**src/rtl/keypad_scanner.sv**
```systemverilog
// keypad_scanner: scans a 4x4 hex keypad (Pmod KYPD style), debounces the
// scan results and encodes the pressed key into a 4-bit hex code.
//
// Ports:
//   ClkIn    in   board clock, all logic on the rising edge
//   Rst      in   synchronous active-high reset
//   Row[3:0] in   keypad rows, active-low, asynchronous to ClkIn
//   Col[3:0] out  column drive, active-low one-hot
//   Key[3:0] out  hex code of the last accepted key
//   KeyValid out  one-cycle strobe when Key is updated (or repeated)
//   KeyHeld  out  high while the accepted key is still debounced-pressed
//
// Optional feature macro: KEYPAD_REPEAT_EN
//   When defined, a held key re-strobes KeyValid every RepeatScans scans.
module keypad_scanner #(
  parameter int ScanDiv       = 100000,
  parameter int Bits          = 17,
  parameter int DebounceScans = 4,
  parameter int RepeatScans   = 64
) (
  input  logic       ClkIn,
  input  logic       Rst,
  input  logic [3:0] Row,
  output logic [3:0] Col,
  output logic [3:0] Key,
  output logic       KeyValid,
  output logic       KeyHeld
);

  localparam bit ParamsOk = (ScanDiv >= 1) && ((64'd1 << Bits) >= 64'(ScanDiv)) &&
                            (DebounceScans >= 1) && (DebounceScans <= 15) &&
                            (RepeatScans >= 1) && (RepeatScans <= 255);

  generate
    if (!ParamsOk) begin : g_param_check
      $error("keypad_scanner: parameter out of range");
    end
  endgenerate

  localparam logic [Bits-1:0] DivLast = Bits'(ScanDiv - 1);
  localparam logic [3:0]      DebN    = 4'(DebounceScans);
  localparam bit              DebOne  = (DebounceScans == 1);

  typedef enum logic [1:0] {
    ST_IDLE     = 2'd0,
    ST_PRESS_DB = 2'd1,
    ST_HELD     = 2'd2,
    ST_REL_DB   = 2'd3
  } state_t;

  // Key code at column c, row r of the keypad matrix.
  function automatic logic [3:0] key_code(input logic [1:0] c, input logic [1:0] r);
    logic [3:0] code;
    case ({c, r})
      4'h0: code = 4'h1;  4'h1: code = 4'h4;  4'h2: code = 4'h7;  4'h3: code = 4'h0;
      4'h4: code = 4'h2;  4'h5: code = 4'h5;  4'h6: code = 4'h8;  4'h7: code = 4'hF;
      4'h8: code = 4'h3;  4'h9: code = 4'h6;  4'hA: code = 4'h9;  4'hB: code = 4'hE;
      4'hC: code = 4'hA;  4'hD: code = 4'hB;  4'hE: code = 4'hC;  4'hF: code = 4'hD;
      default: code = 4'h0;
    endcase
    return code;
  endfunction

  // Active-low one-hot drive pattern for a column index.
  function automatic logic [3:0] col_drive(input logic [1:0] c);
    logic [3:0] drv;
    case (c)
      2'd0:    drv = 4'b1110;
      2'd1:    drv = 4'b1101;
      2'd2:    drv = 4'b1011;
      2'd3:    drv = 4'b0111;
      default: drv = 4'b1110;
    endcase
    return drv;
  endfunction

  logic [3:0]      row_meta_r, row_sync_r;
  logic [Bits-1:0] div_r;
  logic [1:0]      col_idx_r;
  logic [3:0]      col_r;
  logic [1:0]      acc_cnt_r;   // low bits seen so far this scan, saturates at 2
  logic [3:0]      acc_code_r;
  logic            tick_s, scan_tick_s;
  logic [2:0]      col_cnt_s, sum_s;
  logic [3:0]      col_code_s;
  logic [1:0]      tot_cnt_s;
  logic [3:0]      tot_code_s;
  logic            single_s, same_s, at_deb_s;
  logic [3:0]      cnt_inc_s;

  state_t          state_r, state_s;
  logic [3:0]      cand_r, cand_s;
  logic [3:0]      cnt_r, cnt_s;
  logic [3:0]      key_r, key_s;
  logic            valid_r, valid_s;
  logic            held_r, held_s;
`ifdef KEYPAD_REPEAT_EN
  localparam logic [7:0] RepN = 8'(RepeatScans);
  logic [7:0]      rep_r, rep_s;
`endif

  assign tick_s      = (div_r == DivLast);
  assign scan_tick_s = tick_s && (col_idx_r == 2'd3);

  // Two-flop synchronizer for the asynchronous row inputs.
  always_ff @(posedge ClkIn) begin
    if (Rst) begin
      row_meta_r <= 4'b1111;
      row_sync_r <= 4'b1111;
    end else begin
      row_meta_r <= Row;
      row_sync_r <= row_meta_r;
    end
  end

  // Scan divider and column stepping; Col is updated together with the index.
  always_ff @(posedge ClkIn) begin
    if (Rst) begin
      div_r     <= '0;
      col_idx_r <= 2'd0;
      col_r     <= 4'b1110;
    end else if (tick_s) begin
      div_r     <= '0;
      col_idx_r <= col_idx_r + 2'd1;
      col_r     <= col_drive(col_idx_r + 2'd1);
    end else begin
      div_r     <= div_r + Bits'(1);
    end
  end

  // Count low rows in the current column and encode the pressed one.
  always_comb begin
    col_cnt_s  = 3'd0;
    col_code_s = 4'h0;
    for (int r = 0; r < 4; r++) begin
      if (!row_sync_r[r]) begin
        col_cnt_s  = col_cnt_s + 3'd1;
        col_code_s = key_code(col_idx_r, r[1:0]);
      end else begin
        col_cnt_s  = col_cnt_s;
      end
    end
  end

  // Merge this column into the running scan total (2 means MULTI).
  always_comb begin
    sum_s      = {1'b0, acc_cnt_r} + col_cnt_s;
    tot_cnt_s  = (sum_s >= 3'd2) ? 2'd2 : sum_s[1:0];
    tot_code_s = (acc_cnt_r == 2'd0) ? col_code_s : acc_code_r;
    single_s   = (tot_cnt_s == 2'd1);
    same_s     = (tot_code_s == cand_r);
    cnt_inc_s  = cnt_r + 4'd1;
    at_deb_s   = (cnt_inc_s >= DebN);
  end

  // Per-scan accumulator, cleared after the column-3 sample is evaluated.
  always_ff @(posedge ClkIn) begin
    if (Rst) begin
      acc_cnt_r  <= 2'd0;
      acc_code_r <= 4'h0;
    end else if (scan_tick_s) begin
      acc_cnt_r  <= 2'd0;
      acc_code_r <= 4'h0;
    end else if (tick_s) begin
      acc_cnt_r  <= tot_cnt_s;
      acc_code_r <= tot_code_s;
    end else begin
      acc_cnt_r  <= acc_cnt_r;
      acc_code_r <= acc_code_r;
    end
  end

  // Debounce FSM state register.
  always_ff @(posedge ClkIn) begin
    if (Rst) begin
      state_r <= ST_IDLE;
    end else begin
      state_r <= state_s;
    end
  end

  // Debounce FSM next-state logic; MULTI scans count as NONE.
  always_comb begin
    state_s = state_r;
    if (scan_tick_s) begin
      case (state_r)
        ST_IDLE: begin
          if (single_s) begin
            state_s = DebOne ? ST_HELD : ST_PRESS_DB;
          end else begin
            state_s = ST_IDLE;
          end
        end
        ST_PRESS_DB: begin
          if (single_s && same_s && at_deb_s) begin
            state_s = ST_HELD;
          end else if (single_s) begin
            state_s = ST_PRESS_DB;
          end else begin
            state_s = ST_IDLE;
          end
        end
        ST_HELD: begin
          if (single_s) begin
            state_s = ST_HELD;
          end else begin
            state_s = DebOne ? ST_IDLE : ST_REL_DB;
          end
        end
        ST_REL_DB: begin
          if (single_s) begin
            state_s = ST_HELD;
          end else if (at_deb_s) begin
            state_s = ST_IDLE;
          end else begin
            state_s = ST_REL_DB;
          end
        end
        default: state_s = ST_IDLE;
      endcase
    end else begin
      state_s = state_r;
    end
  end

  // Debounce FSM outputs: candidate/counters and next values of the outputs.
  always_comb begin
    cand_s  = cand_r;
    cnt_s   = cnt_r;
    key_s   = key_r;
    valid_s = 1'b0;
    held_s  = held_r;
`ifdef KEYPAD_REPEAT_EN
    rep_s   = rep_r;
`endif
    if (scan_tick_s) begin
      case (state_r)
        ST_IDLE: begin
          if (single_s) begin
            cand_s = tot_code_s;
            cnt_s  = 4'd1;
            if (DebOne) begin
              key_s   = tot_code_s;
              valid_s = 1'b1;
              held_s  = 1'b1;
`ifdef KEYPAD_REPEAT_EN
              rep_s   = 8'd0;
`endif
            end else begin
              held_s  = held_r;
            end
          end else begin
            cnt_s = cnt_r;
          end
        end
        ST_PRESS_DB: begin
          if (single_s && same_s) begin
            cnt_s = cnt_inc_s;
            if (at_deb_s) begin
              key_s   = cand_r;
              valid_s = 1'b1;
              held_s  = 1'b1;
`ifdef KEYPAD_REPEAT_EN
              rep_s   = 8'd0;
`endif
            end else begin
              held_s  = held_r;
            end
          end else if (single_s) begin
            cand_s = tot_code_s;
            cnt_s  = 4'd1;
          end else begin
            cnt_s  = cnt_r;
          end
        end
        ST_HELD: begin
          if (single_s) begin
`ifdef KEYPAD_REPEAT_EN
            // Repeat counter runs only while the key stays in HELD.
            if ((rep_r + 8'd1) >= RepN) begin
              rep_s   = 8'd0;
              valid_s = 1'b1;
            end else begin
              rep_s   = rep_r + 8'd1;
            end
`else
            cnt_s = cnt_r;
`endif
          end else begin
            cnt_s = 4'd1;
            if (DebOne) begin
              held_s = 1'b0;
            end else begin
              held_s = held_r;
            end
          end
        end
        ST_REL_DB: begin
          if (single_s) begin
            cnt_s = cnt_r;
          end else begin
            cnt_s = cnt_inc_s;
            if (at_deb_s) begin
              held_s = 1'b0;
            end else begin
              held_s = held_r;
            end
          end
        end
        default: begin
          cnt_s = 4'd0;
        end
      endcase
    end else begin
      cnt_s = cnt_r;
    end
  end

  // Data registers behind the FSM, including the registered outputs.
  always_ff @(posedge ClkIn) begin
    if (Rst) begin
      cand_r  <= 4'h0;
      cnt_r   <= 4'd0;
      key_r   <= 4'h0;
      valid_r <= 1'b0;
      held_r  <= 1'b0;
`ifdef KEYPAD_REPEAT_EN
      rep_r   <= 8'd0;
`endif
    end else begin
      cand_r  <= cand_s;
      cnt_r   <= cnt_s;
      key_r   <= key_s;
      valid_r <= valid_s;
      held_r  <= held_s;
`ifdef KEYPAD_REPEAT_EN
      rep_r   <= rep_s;
`endif
    end
  end

  assign Col      = col_r;
  assign Key      = key_r;
  assign KeyValid = valid_r;
  assign KeyHeld  = held_r;

endmodule

```
**config.mk**
```make
export PLATFORM = sky130hd
export DESIGN_NAME = keypad_scanner
export DESIGN_NICKNAME = d
export VERILOG_FILES = /design/src/rtl/keypad_scanner.sv
export SDC_FILE = /design/constraint.sdc
export NUM_CORES = 1
export LEC_CHECK = 0
export CAP_MARGIN = 25
export CORE_MARGIN = 2
export CORE_UTILIZATION = 40
export CTS_BUF_LIST = sky130_fd_sc_hd__clkbuf_16
export CTS_CLUSTER_SIZE = 14
export DETAILED_ROUTE_END_ITERATION = 8
export HOLD_SLACK_MARGIN = 0.1
export PLACE_DENSITY = 0.63
export RECOVER_POWER = 25
export SYNTH_ARGS = -nofsm -noshare
export SYNTH_HDL_FRONTEND = slang
export SYNTH_SLANG_ARGS = --single-unit
```
**constraint.sdc**
```tcl
create_clock -name ClkIn -period 3.2 [get_ports ClkIn]
set_input_delay 0.64 -clock ClkIn [delete_from_list [all_inputs] [get_ports ClkIn]]
set_output_delay 0.64 -clock ClkIn [all_outputs]
set_load 0.05 [all_outputs]
```
# Yosys cells after proc, flatten, opt, wreduce, memory -nomap -nowiden

Index checks and enable logic that the tools add are counted.

Bitwise gates (word level): 4
Reduce and logical (&&, ||, !) cells: 16
Shift-type cells: 0
Muxes and demuxes: 35
$lt $le $gt $ge: 2
$mul: 0
$add $sub $neg: 7
Eq/ne operators: 18
Div/mod/pow operators: 0

Operator list:

| kind                                                 | count |
|---|---|
| one-hot mux 4 bit (4 select lines)                   | 6 |
| two-way mux 4 bit                                    | 11 |
| adder 17 x 1 -> 17 bit (second input constant)       | 1 |
| == test 17 bit (second input constant)               | 1 |
| == test 2 bit (second input constant)                | 6 |
| != test 2 bit (second input constant)                | 6 |
| adder 3 x 1 -> 3 bit (second input constant)         | 3 |
| two-way mux 3 bit                                    | 3 |
| == test 2 x 1 -> 1 bit (second input constant)       | 4 |
| logical NOT 2 bit                                    | 4 |
| two-way mux 1 bit                                    | 8 |
| two-way mux 2 bit                                    | 4 |
| one-hot mux 2 bit (4 select lines)                   | 1 |
| one-hot mux 4 bit (2 select lines)                   | 1 |
| AND reduction 3 bit                                  | 2 |
| AND reduction 6 bit                                  | 1 |
| OR reduction 2 bit                                   | 3 |
| adder 4 x 1 -> 4 bit (second input constant)         | 1 |
| == test 4 bit                                        | 1 |
| >= comparator 4 x 3 -> 1 bit (second input constant) | 1 |
| inverter 1 bit                                       | 4 |
| AND reduction 4 bit                                  | 1 |
| OR reduction 4 bit                                   | 1 |
| adder 2 x 3 -> 3 bit                                 | 1 |
| 5 further kinds                                      | 7 |

Bits in latches: 0
Memories kept: 0
Input bits: 6
Bits in writable memories: 0
Output and inout bits: 10
Word-level logic and storage cells: 95
Memory bits (read-only): 0
Register bits after elaboration: 53

# Longest topological paths before layout

Gate-level depths: netlist of run 1.

Depth in word-level cells: 15
Gate-level depth with buffers: 13
Depth with buffers taken out: 13

# Least setup slack after synthesis of run 1

No wires, ideal clock.

Path kind: register to register
Start: register row_sync_r[1]
End: register cand_r[0]
Period minus slack after synthesis: 3.457 ns
Data required time: 3.077 ns
Path buffers: 0
Library setup time: 0.123 ns
Setup slack: -0.257 ns
Data arrival time: 3.334 ns
Stages on the path, launching flop included: 13
Path through: dfxtp_1 -> inv_1 -> ha_1 -> xnor2_1 -> ha_1 -> mux2_2 -> fa_1 -> xnor3_1 -> nand3_1 -> nor2_1 -> nand2_1 -> a31oi_4 -> mux2_1

Word-level cells in the longest chain between the ends: 12
Elaborated cells between the ends (all ways): 20
Classes of those cells: 3 x add/sub; 1 x order compare; 3 x eq/ne; 11 x mux; 2 x reduce/logical

RTL lines:

| element                                                                   | line          | RTL |
|---|---|---|
| from (decl)                                                               | 77            | `logic [3:0] row_meta_r, row_sync_r;` |
| from (signal assigned)                                                    | 112           | `row_sync_r <= row_meta_r;` |
| two-way mux 3 bit                                                         | 136           | `if (!row_sync_r[r]) begin` |
| adder 3 x 1 -> 3 bit                                                      | 137           | `col_cnt_s = col_cnt_s + 3'd1;` |
| two-way mux 3 bit                                                         | 136           |  |
| adder 3 x 1 -> 3 bit                                                      | 137           |  |
| two-way mux 3 bit                                                         | 136           |  |
| adder 2 x 3 -> 3 bit                                                      | 147           | `sum_s = {1'b0, acc_cnt_r} + col_cnt_s;` |
| >= comparator 3 x 2 -> 1 bit                                              | 148           | `tot_cnt_s = (sum_s >= 3'd2) ? 2'd2 : sum_s[1:0];` |
| two-way mux 2 bit                                                         | 148           |  |
| == test 2 x 1 -> 1 bit                                                    | 150           | `single_s = (tot_cnt_s == 2'd1);` |
| two-way mux 4 bit or logical AND 1 bit (tied branches)                    | 239, 269, 257 |  |
| two-way mux 4 bit or != test 2 bit (tied branches)                        | -             |  |
| one-hot mux 4 bit (2 select lines) or AND reduction 3 bit (tied branches) | -             |  |
| to (signal assigned)                                                      | 331           | `cand_r <= cand_s;` |
| to (decl)                                                                 | 92            | `logic [3:0] cand_r, cand_s;` |

Several ways; a longest one is shown, not always the timed one. The select of a mux whose other input is x is not followed.
A chain may end at the register's enable or synchronous reset.

# Final worst setup path of run 1

Start: register row_sync_r[0]
End: register cand_r[3]

Word-level cells in the longest chain between the ends: 14
Elaborated cells between the ends (all ways): 23
Classes of those cells: 4 x add/sub; 1 x order compare; 3 x eq/ne; 13 x mux; 2 x reduce/logical

RTL lines:

| element                                                                   | line |
|---|---|
| two-way mux 1 bit                                                         | 136 |
| adder 3 x 1 -> 3 bit                                                      | 137 |
| two-way mux 3 bit                                                         | 136 |
| adder 3 x 1 -> 3 bit                                                      | 137 |
| two-way mux 3 bit                                                         | 136 |
| adder 3 x 1 -> 3 bit                                                      | 137 |
| two-way mux 3 bit                                                         | 136 |
| adder 2 x 3 -> 3 bit                                                      | 147 |
| >= comparator 3 x 2 -> 1 bit                                              | 148 |
| two-way mux 2 bit                                                         | 148 |
| == test 2 x 1 -> 1 bit                                                    | 150 |
| two-way mux 4 bit or logical AND 1 bit (tied branches)                    | 239, 269, 257 |
| two-way mux 4 bit or != test 2 bit (tied branches)                        | - |
| one-hot mux 4 bit (2 select lines) or AND reduction 3 bit (tied branches) | - |

Several ways; a longest one is shown, not always the timed one. The select of a mux whose other input is x is not followed.

==> metrics, run 1 <==
first-pass GRT wire length=between 9000 and 10,000 µm; Routed Antenna Nets=0; WS Path Type=flip-flop to flip-flop; All-Layer GR Usage=between 10% and 20%; Final Instance Area=0.003254 mm²; # diodes=0; P&R area growth vs syn=17.32%; ranking of synthesized cells by area=dfxtp_1 (38%), ha_1 (6.3%), nor2_1 (5.7%), xnor2_1 (3.8%), xor2_1 (3.8%); Pre-antenna DRT Iters=4; drt total wl=between 5000 and 6000 µm; Setup crit start kind=flip-flop; arrival time at the worst endpoint=approximately 3300 ps; clk slew on worst S/H paths=approximately 70 ps; DR vias/cell=5.032; Synth Warn #=0; DR iter-0 viols=96; overall power=1.376 mW; clock sink total=between 50 and 60; worst r2r src=row_sync_r[0]$_SDFF_PP1_; Yosys top cell by area=dfxtp_1; TritonCTS Buffers=5; r2r setup slk=between 90 and 100 ps; Max stage delay cell, worst path=fa_1; total number of vias=between 2,000 and 2,500; DIE WIDTH=a little under 90 µm; Die Span Y=87.28 µm; share of the synthesized area in the top cell type=roughly two fifths; area of the multi-input gates=~0.0017 mm²; max_cap viols=0; Distinct cells, synth=56; grt total ovfl=0; clk_skew=about 2.9 ps; Slew Viols, Final=0; largest net degree at the start of global routing=25; worst relative slew slack=roughly 36%; routability congestion estimate=roughly 0.74; mapped cell area=~0.0028 mm²; # nets final=348; htree depth=2; Placed Area=around 0.0031 mm²; Starting Density=41.06%; vias in the first global route=2,032; die area=0.007617 mm²; CTS tree=built; Setup TNS=0 ps; cells after synthesis=just over 300; Synth Flop Type=dfxtp_1; wire per inst=between 10 and 15 µm; drt drc=0; Skew-Pair Late Insertion Delay=290 ps; cell-by-cell trace of the critical path=inv_1, ha_4, xnor2_2, ha_1, mux2_2, fa_1, xnor3_1, and3_4, and3_1, a31oi_4, mux2_1; required time of the critical path=3380 ps; Crit path largest cell delay=a little over 400 ps; HP Start=row_meta_r[2]$_SDFF_PP1_; Max FO, Critical Path=4; Post-synth EDFFs=0; Leakage=between 1 and 1.5 nW; Worst-Margin Slew=about 960 ps; Max clock buf depth=2; port bufs=15; Core Region=0.006756 mm²; Final Critical Period=between 3000 and 4000 ps; CP delay by family, top=adder cells; Fmax achieved=322.1 MHz; Fillers=639; CP Launch Point=row_sync_r[0]$_SDFF_PP1_; RSZ-0062 raised after global routing=no; layout cell share with drive strength beyond 1=15.85%; total power per unit cell area=around 420 mW/mm²; Hold Crit Class=flip-flop to flip-flop; register area=around 0.0011 mm²; initial antenna violation count=0; Setup-failing EPs final=0; final hold violations=0; I/O Pins=16; sequential area share after synthesis=about two fifths; Syn Area/Cell=about 9.1 µm²; syn_nets=326; Seq cells post-synth=53; ys async rst share=0%; fraction of the cycle the final worst path needs=97.01%; peak supply drop=0.2690 mV; Root Buffer=clkbuf_16; Rows=30; DP HPWL=about 3600 µm; outcome=complete, no violations; CP Buf/Inv Count=1; Critical Path End Type=flip-flop
through the flow:
step / instances / util (%) / hold slack (ps) / setup slack, ps
2_1_floorplan: 305 / - / 389.4 / 79.88
3_3_place_gp: 398 / 45.31 / 391.5 / 65.25
3_5_place_dp: 398 / 45.31 / 392.3 / -28.29
4_1_cts: 407 / 47.89 / 407.3 / 4.069
5_1_grt: 408 / 48.17 / 439.1 / 4.096
6_report: 408 / 48.17 / 406.2 / 95.76
worst reg2reg max path, stage by stage (launching register included):
cell     delay (ps)
dfxtp_2         330
inv_1            60
ha_4            250
xnor2_2         140
ha_1            300
mux2_2          280
fa_1            410
xnor3_1         250
and3_4          220
and3_1          190
a31oi_4         250
mux2_1          340
worst paths after layout:
kind / end / depth (start not counted)
worst min-delay path: row_sync_r[2]$_SDFF_PP1_ / 1
worst min register to register: row_sync_r[2]$_SDFF_PP1_ / 1
worst max-delay path: cand_r[3]$_SDFFE_PP0P_ / 11
worst max register to register: cand_r[3]$_SDFFE_PP0P_ / 11
final cells by class:
type,count,share of cell area [%]
flip-flops and latches,53,32.68
clock inverters,3,1.269
well taps,80,3.076
multi-input cells,232,51.06
clock buffers,5,3.845
repair buffers,26,7.036
inverters,9,1.038
where the power goes:
group / leakage, nW / internal (mW) / switching (mW) / total (mW)
logic: 0.706 / 0.0505 / 0.0512 / 0.102
clock network: 0.0775 / 0.366 / 0.235 / 0.602
registers: 0.429 / 0.667 / 0.00511 / 0.673
total: 1.21 / 1.08 / 0.292 / 1.38
cell usage after synthesis, types with 4 or more instances:
cell type   n
ha_1       14
nor2b_1     7
nand3_1    10
inv_1       9
and3_1      4
a211oi_1    4
xnor2_1    12
o21ai_0     8
clkbuf_1    7
nand2b_1   11
nand3b_1    4
nor3_1      8
a21oi_1    11
nand4_1     5
nand2_1    21
or2_2      10
dfxtp_1    53
nor2_1     42
xor2_1     12
flip-flops by register name, summed over array words and instances (netlist names):
register and count:
col_idx_r 2, div_r 17, acc_code_r 4, acc_cnt_r 2, KeyHeld 1, Key 4, state_r 2, row_meta_r 4
row_sync_r 4, KeyValid 1, Col 4, cand_r 4, cnt_r 4
layer usage:
metal  vias to the layer above  part of all wire [%]  global-route usage [%]
li1                       1088                     -                       -
met1                       936                    50                   19.70
met2                        21                    46                   24.31
met3                         8                   2.2                   2.559
met4                         0                   1.6                   5.035
met5                         -                     0                       0
cells by family after synthesis:
family          after synthesis  synth area share (%)
buf+inv                      20                 3.067
simple gates                142                 27.88
xor+xnor                     26                 8.976
fa+ha+maj                    15                 7.037
flops                        53                 38.25
mux                          10                 4.465
compound gates               39                 10.33
cell usage in the layout, fill, tap and decap left out, types with 10 or more instances in the layout:
master,instances
xnor2_1,11
nand2_1,21
a21oi_1,11
dfxtp_1,51
clkdlybuf4s50_1,14
buf_4,10
xor2_1,12
nor2_1,41
nand2b_1,10
ha_1,13
timing repair:
item | 4_1_cts | 5_1_grt
gates resized for setup | 0 | 5
hold buffers | 0 | 0
setup buffers | 1 | 1
pin swaps | 1 | 2
setup endpoints to repair | 3 | 8
Note: power is estimated with default switching activity, not from simulation.
==> inputs of run 2 (changes only) <==
--- a/config.mk
+++ b/config.mk
@@ -5,7 +5,7 @@
 export SDC_FILE = /design/constraint.sdc
 export NUM_CORES = 1
 export LEC_CHECK = 0
-export CAP_MARGIN = 25
+export CAP_MARGIN = 5
 export CORE_MARGIN = 2
 export CORE_UTILIZATION = 40
 export CTS_BUF_LIST = sky130_fd_sc_hd__clkbuf_16
==> results of run 2 <==
Final layout, timing and power as in run 1 (identical DEF).
==> inputs of run 3 (changes only) <==
--- a/config.mk
+++ b/config.mk
@@ -6,6 +6,7 @@
 export NUM_CORES = 1
 export LEC_CHECK = 0
 export CAP_MARGIN = 5
+export CORE_ASPECT_RATIO = 2
 export CORE_MARGIN = 2
 export CORE_UTILIZATION = 40
 export CTS_BUF_LIST = sky130_fd_sc_hd__clkbuf_16
==> run 3 against run 2 <==
  * The run now ends with capacitance limit, slew limit left
  * Sequential power barely moved
  * Largest cell class unchanged
  * Total power fell by 1.1%
  * Hold slack improved by 2.1 ps
  * First-iteration DRC count fell by 19%
  * Flip-flop and latch count did not move
  * Register-to-register slack improved by 30 ps
==> metrics, run 3 (synthesized netlist as in run 1, its figures left out) <==
outcome=finished, violations left; failing checks=capacitance limit, slew limit; Leakage=1.225 nW (+1.0%); RSZ-0062 raised after global routing=no; final hold violations=0 (unchanged); routability congestion estimate=0.8011 (+8.7%); Placed Area=0.003067 mm² (+0.16%); Hold Crit Class=flip-flop to flip-flop; Final Critical Period=3069 ps (-34.90 ps); R2R cell count=11 (unchanged); grt total ovfl=0 (unchanged); HP Start=row_meta_r[2]$_SDFF_PP1_; drt total wl=5199 µm (+2.1%); Root Buffer=clkbuf_16; vias in the first global route=2,103 (+3.5%); Rows=43 (+43%); most frequent cells in the layout=dfxtp_1 (52), nor2_1 (41), nand2_1 (21); max_cap viols=1 (+1); Routed Antenna Nets=0 (unchanged); largest net degree at the start of global routing=46 (+84%); total number of vias=2,070 (+0.83%); die area=0.007658 mm² (+0.53%); Starting Density=40.60% (-0.46 points); commonest non-fill, non-tap cell in the layout=dfxtp_1; Max FO, Critical Path=4 (unchanged); Skew-Pair Late Insertion Delay=290 ps (about the same); port bufs=15 (unchanged); peak supply drop=0.2563 mV (-4.7%); max reg flops=17 (unchanged); clk_skew=5.337 ps (+2.472 ps); # nets final=346 (-0.57%); Min-Delay Endpoint=row_sync_r[2]$_SDFF_PP1_; initial antenna violation count=0 (unchanged); Setup crit start kind=flip-flop; Critical Path End Type=flip-flop; worst relative slew slack=-16.20% (-52 points); CTS tree=built; fin cells=416 (+2.0%); All-Layer GR Usage=15.09% (+0.26 points); Crit path largest cell delay=360 ps (-50 ps); DR vias/cell=4.976 (-1.1%); required time of the critical path=3370 ps (about the same); Slew Viols, Final=46 (+46); Worst-Margin Slew=1743 ps (+787.0 ps); cell-by-cell trace of the critical path=inv_1, ha_4, xnor2_2, ha_1, mux2_2, fa_2, xnor3_1, and3_4, and3_1, a31oi_4, mux2_1; wire per inst=12.50 µm (about the same); layout cell share with drive strength beyond 1=16.26% (+0.40 points); Setup TNS=0 ps (unchanged); DP HPWL=3859 µm (+7.0%); I/O Pins=16 (unchanged); register share of total power=49.4% (+0.5 points); Fillers=674 (+5.5%); clock sink total=53 (unchanged); fraction of the cycle the final worst path needs=95.92% (-1.1 points); overall power=1.361 mW (-1.1%); DR iter-0 viols=78 (-19%); Final Instance Area=0.003268 mm² (+0.42%); P&R area growth vs syn=17.82%; internal power=1.079 mW (-0.52%); Logic pwr share=7.1% (-0.3 points); # diodes=0 (unchanged); clk slew on worst S/H paths=70 ps (about the same); Core Region=0.006833 mm² (+1.1%); htree depth=2 (unchanged); net load switching power=282.6 µW (-3.1%); worst r2r src=row_sync_r[0]$_SDFF_PP1_; Setup-failing EPs final=0 (unchanged); placed cell count=407 (+2.3%); Post-CTS Hold Fix Bufs=0 (unchanged); first-pass GRT wire length=9356 µm (+3.5%); Pre-antenna DRT Iters=4 (unchanged); hold depth=1 (unchanged); RR Endpoint=cand_r[1]$_SDFFE_PP0P_; WS Path Type=flip-flop to flip-flop; drt drc=0 (unchanged); Max stage delay cell, worst path=fa_2; DIE WIDTH=62.89 µm (-28%); r2r setup slk=130 ps (+30 ps); Sw Ratio=20.76% (-0.44 points); clock power share=43.4% (-0.3 points); TritonCTS Buffers=5 (unchanged); Max clock buf depth=2 (unchanged); Reg with most FFs=div_r; Fmax achieved=325.8 MHz (+1.1%); arrival time at the worst endpoint=3240 ps (-40 ps); Die Span Y=121.8 µm (+40%); total power per unit cell area=416.5 mW/mm² (-1.5%)
[run 3: cell types whose count changed in the layout (fill, tap and decap cells not counted), sizes merged]
cell      change
buf           -2
clkinvlp      -1
inv           +1
[run 3: repair_timing]
action / in CTS / in global routing
pin swaps: 1 / 3
setup endpoints to repair: 3 / 8
setup buffers: 1 / 0
resized for setup: 1 / 6
[run 3: layout make-up]
cell class                 count  area [µm²]  area share [%]
sequential                    53        1062           32.50
inverter                       9       33.78           1.034
clock buffer                   5       125.1           3.828
multi-input combinational    232        1683           51.49
timing repair buffer          24       214.0           6.547
clock inverter                 3       37.54           1.149
tap                           90       112.6           3.446
[run 3: worst max path at each step]
stage | from | endpoint | slack [ps] | depth (start not counted)
final | row_sync_r[0]$_SDFF_PP1_ | cand_r[1]$_SDFFE_PP0P_ | 130 | 11
after global routing | row_sync_r[0]$_SDFF_PP1_ | cnt_r[2]$_SDFFE_PP0P_ | 10 | 12
after CTS | row_sync_r[0]$_SDFF_PP1_ | cand_r[1]$_SDFFE_PP0P_ | 20 | 11
after detailed placement | row_sync_r[0]$_SDFF_PP1_ | cand_r[3]$_SDFFE_PP0P_ | -50 | 11
after global placement | row_sync_r[0]$_SDFF_PP1_ | cand_r[3]$_SDFFE_PP0P_ | 60 | 11
after floorplan | row_sync_r[0]$_SDFF_PP1_ | cand_r[0]$_SDFFE_PP0P_ | 80 | 12
[run 3: metrics by stage]
step | worst slack [ps] | util, % | hold slack [ps]
floorplan | 79.88 | - | 389.4
global placement | 58.27 | 44.88 | 391.5
detailed placement | -45.89 | 44.88 | 392.9
CTS | 17.79 | 47.43 | 409.0
global route | 13.20 | 47.83 | 422.0
finish | 130.7 | 47.83 | 408.3
[run 3: metal layers]
layer	wire length [µm]	up-vias	share of wire (%)	GRT usage (%)
li1	-	1075	-	-
met1	2295	962	44	18.10
met2	2683	27	52	26.60
met3	122	6	2.3	2.124
met4	98	0	1.9	6.389
met5	0	-	0	0
[run 3: power groups by stage]
stage                     logic, mW  clock network [mW]  registers, mW
after floorplan              0.0665                   0          0.687
after global placement       0.0917                   0          0.687
after detailed placement     0.0937                   0          0.688
after CTS                    0.0941               0.606          0.673
after global routing          0.109               0.634          0.674
final                        0.0971               0.591          0.673
[run 3: worst max-delay path, delay by kind of cell, from the launching register on]
family	cells	cell delay [ps]
AOI/OAI and AO/OA	1	260
xor gates and xnor gates	2	370
adders and majority gates	3	900
buffers and inverters	1	70
DFF	1	330
muxes	2	630
and+or+nand+nor	2	400
